`src/rtl/net_pkg.sv`:
```
// net_pkg: definitions shared between payload_burster and network_stack.
//   PAYLOAD_W        payload word width used on the axiiv/axiid interface
//   burster_state_t  payload_burster sequencing states
package net_pkg;

    localparam int unsigned PAYLOAD_W = 16;

    typedef enum logic [1:0] {
        IDLE  = 2'd0,
        BURST = 2'd1,
        GAP   = 2'd2
    } burster_state_t;

endpackage

```
`src/rtl/sync_fifo.sv`:
```
// sync_fifo: single-clock FIFO with registered storage and an occupancy count.
// Ports:
//   clk      in   clock
//   rst      in   asynchronous active-low reset (pointers and level only)
//   wr       in   write strobe; caller guarantees !full
//   wr_data  in   WIDTH   word to write
//   rd       in   read strobe; caller guarantees !empty
//   rd_data  out  WIDTH   word at the head (valid while !empty)
//   full     out  level == DEPTH
//   empty    out  level == 0
//   level    out  $clog2(DEPTH)+1   words stored, updated the cycle after wr/rd
module sync_fifo #(
    parameter int unsigned WIDTH = 16,
    parameter int unsigned DEPTH = 32
) (
    input  logic                     clk,
    input  logic                     rst,
    input  logic                     wr,
    input  logic [WIDTH-1:0]         wr_data,
    input  logic                     rd,
    output logic [WIDTH-1:0]         rd_data,
    output logic                     full,
    output logic                     empty,
    output logic [$clog2(DEPTH):0]   level
);

    localparam int unsigned AW = $clog2(DEPTH);
    localparam int unsigned LW = AW + 1;

    logic [WIDTH-1:0] mem [DEPTH];
    logic [AW-1:0]    wr_ptr;
    logic [AW-1:0]    rd_ptr;

    // Pointers wrap naturally because DEPTH is a power of two.
    always_ff @(posedge clk or negedge rst) begin
        if (!rst) begin
            wr_ptr <= '0;
            rd_ptr <= '0;
            level  <= '0;
        end else begin
            if (wr) wr_ptr <= wr_ptr + AW'(1);
            if (rd) rd_ptr <= rd_ptr + AW'(1);
            case ({wr, rd})
                2'b10:   level <= level + LW'(1);
                2'b01:   level <= level - LW'(1);
                default: level <= level;
            endcase
        end
    end

    always_ff @(posedge clk) begin
        if (wr) mem[wr_ptr] <= wr_data;
    end

    assign rd_data = mem[rd_ptr];
    assign full    = (level == LW'(DEPTH));
    assign empty   = (level == '0);

endmodule

```
`src/rtl/payload_burster.sv`:
```
// payload_burster: buffers a free-running payload word stream and replays it
// as contiguous bursts (one per UDP frame) into network_stack, with an idle
// gap after each burst so the frame is serialised before the next starts.
// Ports:
//   clk        in   eth_refclk
//   rst        in   asynchronous active-low reset
//   in_valid   in   producer word strobe
//   in_data    in   DATA_SIZE  producer word
//   in_ready   out  buffer can accept a word this cycle
//   flush      in   pulse: send buffered words even if fewer than BURST_WORDS
//   axiov      out  burst word valid (to network_stack axiiv)
//   axiod      out  DATA_SIZE  burst word (to network_stack axiid)
//   busy       out  sequencer not idle
//   overflow   out  sticky: a word offered while full was dropped
//   level      out  $clog2(FIFO_DEPTH)+1  words currently buffered
module payload_burster
    import net_pkg::*;
#(
    parameter int unsigned DATA_SIZE   = PAYLOAD_W,
    parameter int unsigned BURST_WORDS = 8,
    parameter int unsigned FIFO_DEPTH  = 32,
    parameter int unsigned GAP_CYCLES  = 64
) (
    input  logic                          clk,
    input  logic                          rst,
    input  logic                          in_valid,
    input  logic [DATA_SIZE-1:0]          in_data,
    output logic                          in_ready,
    input  logic                          flush,
    output logic                          axiov,
    output logic [DATA_SIZE-1:0]          axiod,
    output logic                          busy,
    output logic                          overflow,
    output logic [$clog2(FIFO_DEPTH):0]   level
);

    localparam int unsigned LW = $clog2(FIFO_DEPTH) + 1;
    localparam int unsigned GW = $clog2(GAP_CYCLES + 1);
    localparam logic [LW-1:0] BURST_LVL = LW'(BURST_WORDS);
    localparam logic [GW-1:0] GAP_LAST  = GW'(GAP_CYCLES - 1);

    burster_state_t         state, state_nxt;
    logic [LW-1:0]          len, len_nxt;
    logic [GW-1:0]          gap_cnt, gap_nxt;
    logic                   axiov_nxt;
    logic [DATA_SIZE-1:0]   axiod_nxt;
    logic                   flush_pending;
    logic                   flush_clr;
    logic                   start;
    logic                   push;
    logic                   pop;
    logic                   full;
    logic                   empty;
    logic [DATA_SIZE-1:0]   head;

    assign in_ready = !full;
    assign push     = in_valid && in_ready;
    assign busy     = (state != IDLE);

    sync_fifo #(
        .WIDTH (DATA_SIZE),
        .DEPTH (FIFO_DEPTH)
    ) u_fifo (
        .clk     (clk),
        .rst     (rst),
        .wr      (push),
        .wr_data (in_data),
        .rd      (pop),
        .rd_data (head),
        .full    (full),
        .empty   (empty),
        .level   (level)
    );

    // The first word is popped on the IDLE->BURST decision edge so that axiov
    // rises one cycle after the decision; len then holds the words still to
    // send after the one currently on axiod.
    always_comb begin
        state_nxt = state;
        len_nxt   = len;
        gap_nxt   = gap_cnt;
        axiov_nxt = 1'b0;
        axiod_nxt = axiod;
        pop       = 1'b0;
        start     = 1'b0;
        case (state)
            IDLE: begin
                if (level >= BURST_LVL) begin
                    start   = 1'b1;
                    len_nxt = BURST_LVL - LW'(1);
                end else if (flush_pending && !empty) begin
                    start   = 1'b1;
                    len_nxt = level - LW'(1);
                end
                if (start) begin
                    pop       = 1'b1;
                    axiov_nxt = 1'b1;
                    axiod_nxt = head;
                    state_nxt = BURST;
                end
            end
            BURST: begin
                if (len != '0) begin
                    pop       = 1'b1;
                    axiov_nxt = 1'b1;
                    axiod_nxt = head;
                    len_nxt   = len - LW'(1);
                end else begin
                    gap_nxt   = GAP_LAST;
                    state_nxt = GAP;
                end
            end
            GAP: begin
                if (gap_cnt == '0) state_nxt = IDLE;
                else               gap_nxt   = gap_cnt - GW'(1);
            end
            default: state_nxt = IDLE;
        endcase
        flush_clr = start || (state == IDLE && empty);
    end

    always_ff @(posedge clk or negedge rst) begin
        if (!rst) begin
            state         <= IDLE;
            len           <= '0;
            gap_cnt       <= '0;
            axiov         <= 1'b0;
            axiod         <= '0;
            flush_pending <= 1'b0;
            overflow      <= 1'b0;
        end else begin
            state         <= state_nxt;
            len           <= len_nxt;
            gap_cnt       <= gap_nxt;
            axiov         <= axiov_nxt;
            axiod         <= axiod_nxt;
            // A new flush pulse wins over a same-cycle clear.
            flush_pending <= flush || (flush_pending && !flush_clr);
            if (in_valid && !in_ready) overflow <= 1'b1;
        end
    end

endmodule

```
`config.mk`:
```
export PLATFORM = sky130hd
export DESIGN_NAME = payload_burster
export DESIGN_NICKNAME = d
export VERILOG_FILES = /design/src/rtl/net_pkg.sv /design/src/rtl/sync_fifo.sv /design/src/rtl/payload_burster.sv
export SDC_FILE = /design/constraint.sdc
export NUM_CORES = 1
export LEC_CHECK = 0
export BUFFER_PORTS_ARGS = -buffer_cell sky130_fd_sc_hd__buf_2
export CAP_MARGIN = 10
export CORE_MARGIN = 4
export CORE_UTILIZATION = 43
export DETAILED_ROUTE_END_ITERATION = 10
export MAX_ROUTING_LAYER = met4
export PLACE_DENSITY = 0.59
export SKIP_LAST_GASP = 1
export SLEW_MARGIN = 20
export SYNTH_ARGS = -nofsm -noshare
export SYNTH_HDL_FRONTEND = slang
export SYNTH_HIERARCHICAL = 1
export SYNTH_SLANG_ARGS = --single-unit
```
`constraint.sdc`:
```
create_clock -name clk -period 4.7 [get_ports clk]
set_input_delay 1.41 -clock clk [delete_from_list [all_inputs] [get_ports clk]]
set_output_delay 1.41 -clock clk [all_outputs]
set_load 0.01 [all_outputs]
```
==> metrics.yaml <==
run_status:
  status: "completed"
clock_tree:
  cts.path.max_buffers: 3
  cts-root-buf: "clkbuf_16"
  post_cts_buffers: 0
  cts_resized: 0
  clock_latency_ns: 0.62
  cts_tree: "yes"
  cts_made_buffers: 58
  htree_levels: 2
  holdBufCountCts: 0
  clock_sinks: 562
  clk_pin_slew_ns: 0.06
layout:
  fillers: 4125
  diodes: 0
  layout.nets: 1254
  final_common_cell: "edfxtp_1"
  area_growth_pct: 14.7
  final_cell_mix: "edfxtp_1, mux4_2, mux2i_1, buf_4, clkbuf_16"
  drive_gt1_frac: 0.274
  fin_util: 0.498
die:
  pin_count: 46
  dieArea_mm2: 0.0554
  die_x_um: 235
  core_area_mm2: 0.0512
  fp.dieH_um: 235
  initial_core_util: 0.434
  rows: 83
synthesis:
  synth_top_area_share: 0.692
  synth_area_mm2: 0.0222
  syn_nets: 1145
  synthArstFlopShare: 0.0890
  synthMuxAreaShare: 0.141
  ys_seq_area_frac: 0.748
  synth_compound_area_frac: 0.0503
  ys_ff_latch: 562
  synth_adder_area_share: 0.00732
  yosys.area_share.xor_xnor: 0.00631
  synth_top_family_by_area: "multiplexers"
  ys.flop_type: "edfxtp_1"
  ys_types: 64
  synthCells: 1112
  yosys.area.top_type: "edfxtp_1"
  synth-simple-area-share: 0.0293
  synthTopCellsByArea: "edfxtp_1, mux4_2, dfrtp_1"
  synth_edf_count: 512
  synth_warnings: 6
  syn_avg_cell_area_um2: 20.0
timing:
  timing_hold_violations_final: 0
  min_period_over_period: 0.803
  finalSetupViolCount: 0
  skew_ns: 0.0250
  setup_ws_ns: 0.927
  rsz0062_at_grt: "false"
  fin_crit_ns: 3.77
  worst-slew-pin-transition_ns: 0.946
  max_freq_ghz: 0.265
  relSlewSlack: 0.368
  fin_tns_setup_ns: 0
  slew_violations: 0
critical_path:
  cp.arrival_ns: 2.36
  critPathLaunchType: "flop"
  cp-end-kind: "output port"
  cp_max_fo: 11
  path_class: "flop to output port"
  worstPathRequired_ns: 3.29
min_path:
  hold_path_class: "flop to flop"
detailed_routing:
  drtIter0Drc: 947
  avgRoutedWirePerCell_um: 26.1
  routed_wl_mm: 51.0
  dr_total_vias: 11200
  drt_pass1_iterations: 5
  routed_via_density: 5.76
  ant_nets: 0
  drcViolationCount: 0
flow_run:
  max_cap_viol_count: 0
global_routing:
  grt.busiest_layer: "met2"
  gr-total-overflow: 0
  met1_usage: 0.264
  grt_max_degree: 68
  grt_util_all_layers: 0.189
  met2_usage: 0.286
  antenna_found_initial: 0
  met3_usage: 0.0282
  grt_pass1_wl_mm: 75.8
  grt_pass1_vias: 11300
placed_design:
  io_buffers: 45
  dp_hpwl_mm: 30.8
  dp_slack_ns: 0.856
  gp_congestion: 0.807
power:
  power_density_mw_per_mm2: 613
  peakVddDrop_v: 0.000285
  leakagePower_nw: 8.56
[registers in the layout (all words and copies together) (netlist names), 2 cells and up]
register and flops:
axiod 16, gap_cnt 7, len 6, state 2, u_fifo/level 6, u_fifo/mem 512
u_fifo/rd_ptr 5, u_fifo/wr_ptr 5
[final timing paths]
path | from | endpoint | slack, ns | cells past startpoint
setup reg to reg | u_fifo/level[2] | u_fifo/level[4] | 1.27 | 12
hold reg to reg | overflow | overflow | 0.46 | 1
min in group asynchronous | rst | gap_cnt[4] | 0.93 | 1
max in group asynchronous | rst | axiod[8] | 3.02 | 2
setup / recovery | u_fifo/level[2] | in_ready | 0.93 | 4
hold / removal | overflow | overflow | 0.46 | 1
[worst max-delay path, cell delays in order, from the launching register on]
cell and delay (ns):
dfrtp_1 0.52, or4_1 0.66, nor3b_1 0.37, inv_1 0.06, buf_2 0.14
[per-layer routing]
metal | wire, um | up-vias
li1 | - | 4839
met1 | 22600 | 5955
met2 | 23900 | 358
met3 | 2770 | 88
met4 | 1660 | 0
met5 | 0 | -
[cell usage after synthesis, types with 3 or more instances]
cell / count
nor2_1: 37
or3_1: 3
nor2b_1: 8
mux2i_1: 69
a21o_1: 4
a2111oi_1: 4
xor2_1: 8
a2111oi_0: 4
mux4_1: 12
or4_1: 3
mux4_2: 83
xnor2_1: 8
o21ai_0: 10
nor4_1: 4
mux2_4: 14
a211oi_1: 4
buf_4: 6
ha_1: 13
o22ai_1: 15
nand3b_1: 7
nor3b_2: 3
clkbuf_1: 27
nand4_1: 3
nor3_1: 6
nand2_1: 17
nand2b_1: 3
a2111oi_2: 5
inv_1: 10
o221ai_1: 16
buf_6: 7
a32o_1: 3
a22oi_1: 21
dfrtp_1: 50
edfxtp_1: 512
a22o_1: 14
a21oi_1: 34
mux2_2: 4
buf_2: 14
nand3_1: 10
buf_1: 5
[where the power goes]
group | switching [mW] | internal, mW
clock | 1.91 | 2.71
sequential | 0.604 | 5.95
combinational | 2.37 | 2.07
[layout make-up]
| type | instances | area, um2 | area share |
|---|---|---|---|
| tap | 680 | 851 | 0.0334 |
| timing repair buffer | 110 | 738 | 0.0290 |
| inverter | 10 | 37.5 | 0.00147 |
| clock buffer | 68 | 1530 | 0.0600 |
| clock inverter | 42 | 408 | 0.0160 |
| sequential | 562 | 16600 | 0.653 |
| multi-input combinational | 479 | 5290 | 0.207 |
[logic make-up (layout without fill, tap and decap cells)]
kind of cell	Yosys count	count (layout)
buffers and inverters	71	230
AO/OA/AOI/OAI	150	150
AND/OR/NAND/NOR	118	118
flip-flops	562	562
multiplexers	182	182
XOR/XNOR	16	16
adder cells (fa/ha/maj)	13	13
[metrics by stage]
| step | instance area, um2 | power [mW] | hold WS [ns] | cells |
|---|---|---|---|---|
| 2_1_floorplan | 22200 | 9.55 | 0.450 | 1112 |
| 3_3_place_gp | 23500 | 11.1 | 0.445 | 1841 |
| 3_5_place_dp | 23500 | 11.1 | 0.463 | 1841 |
| 4_1_cts | 25500 | 15.8 | 0.477 | 1951 |
| 5_1_grt | 25500 | 16.3 | 0.498 | 1951 |
| 6_report | 25500 | 15.6 | 0.460 | 1951 |
Power figures use the tool's default switching activity.
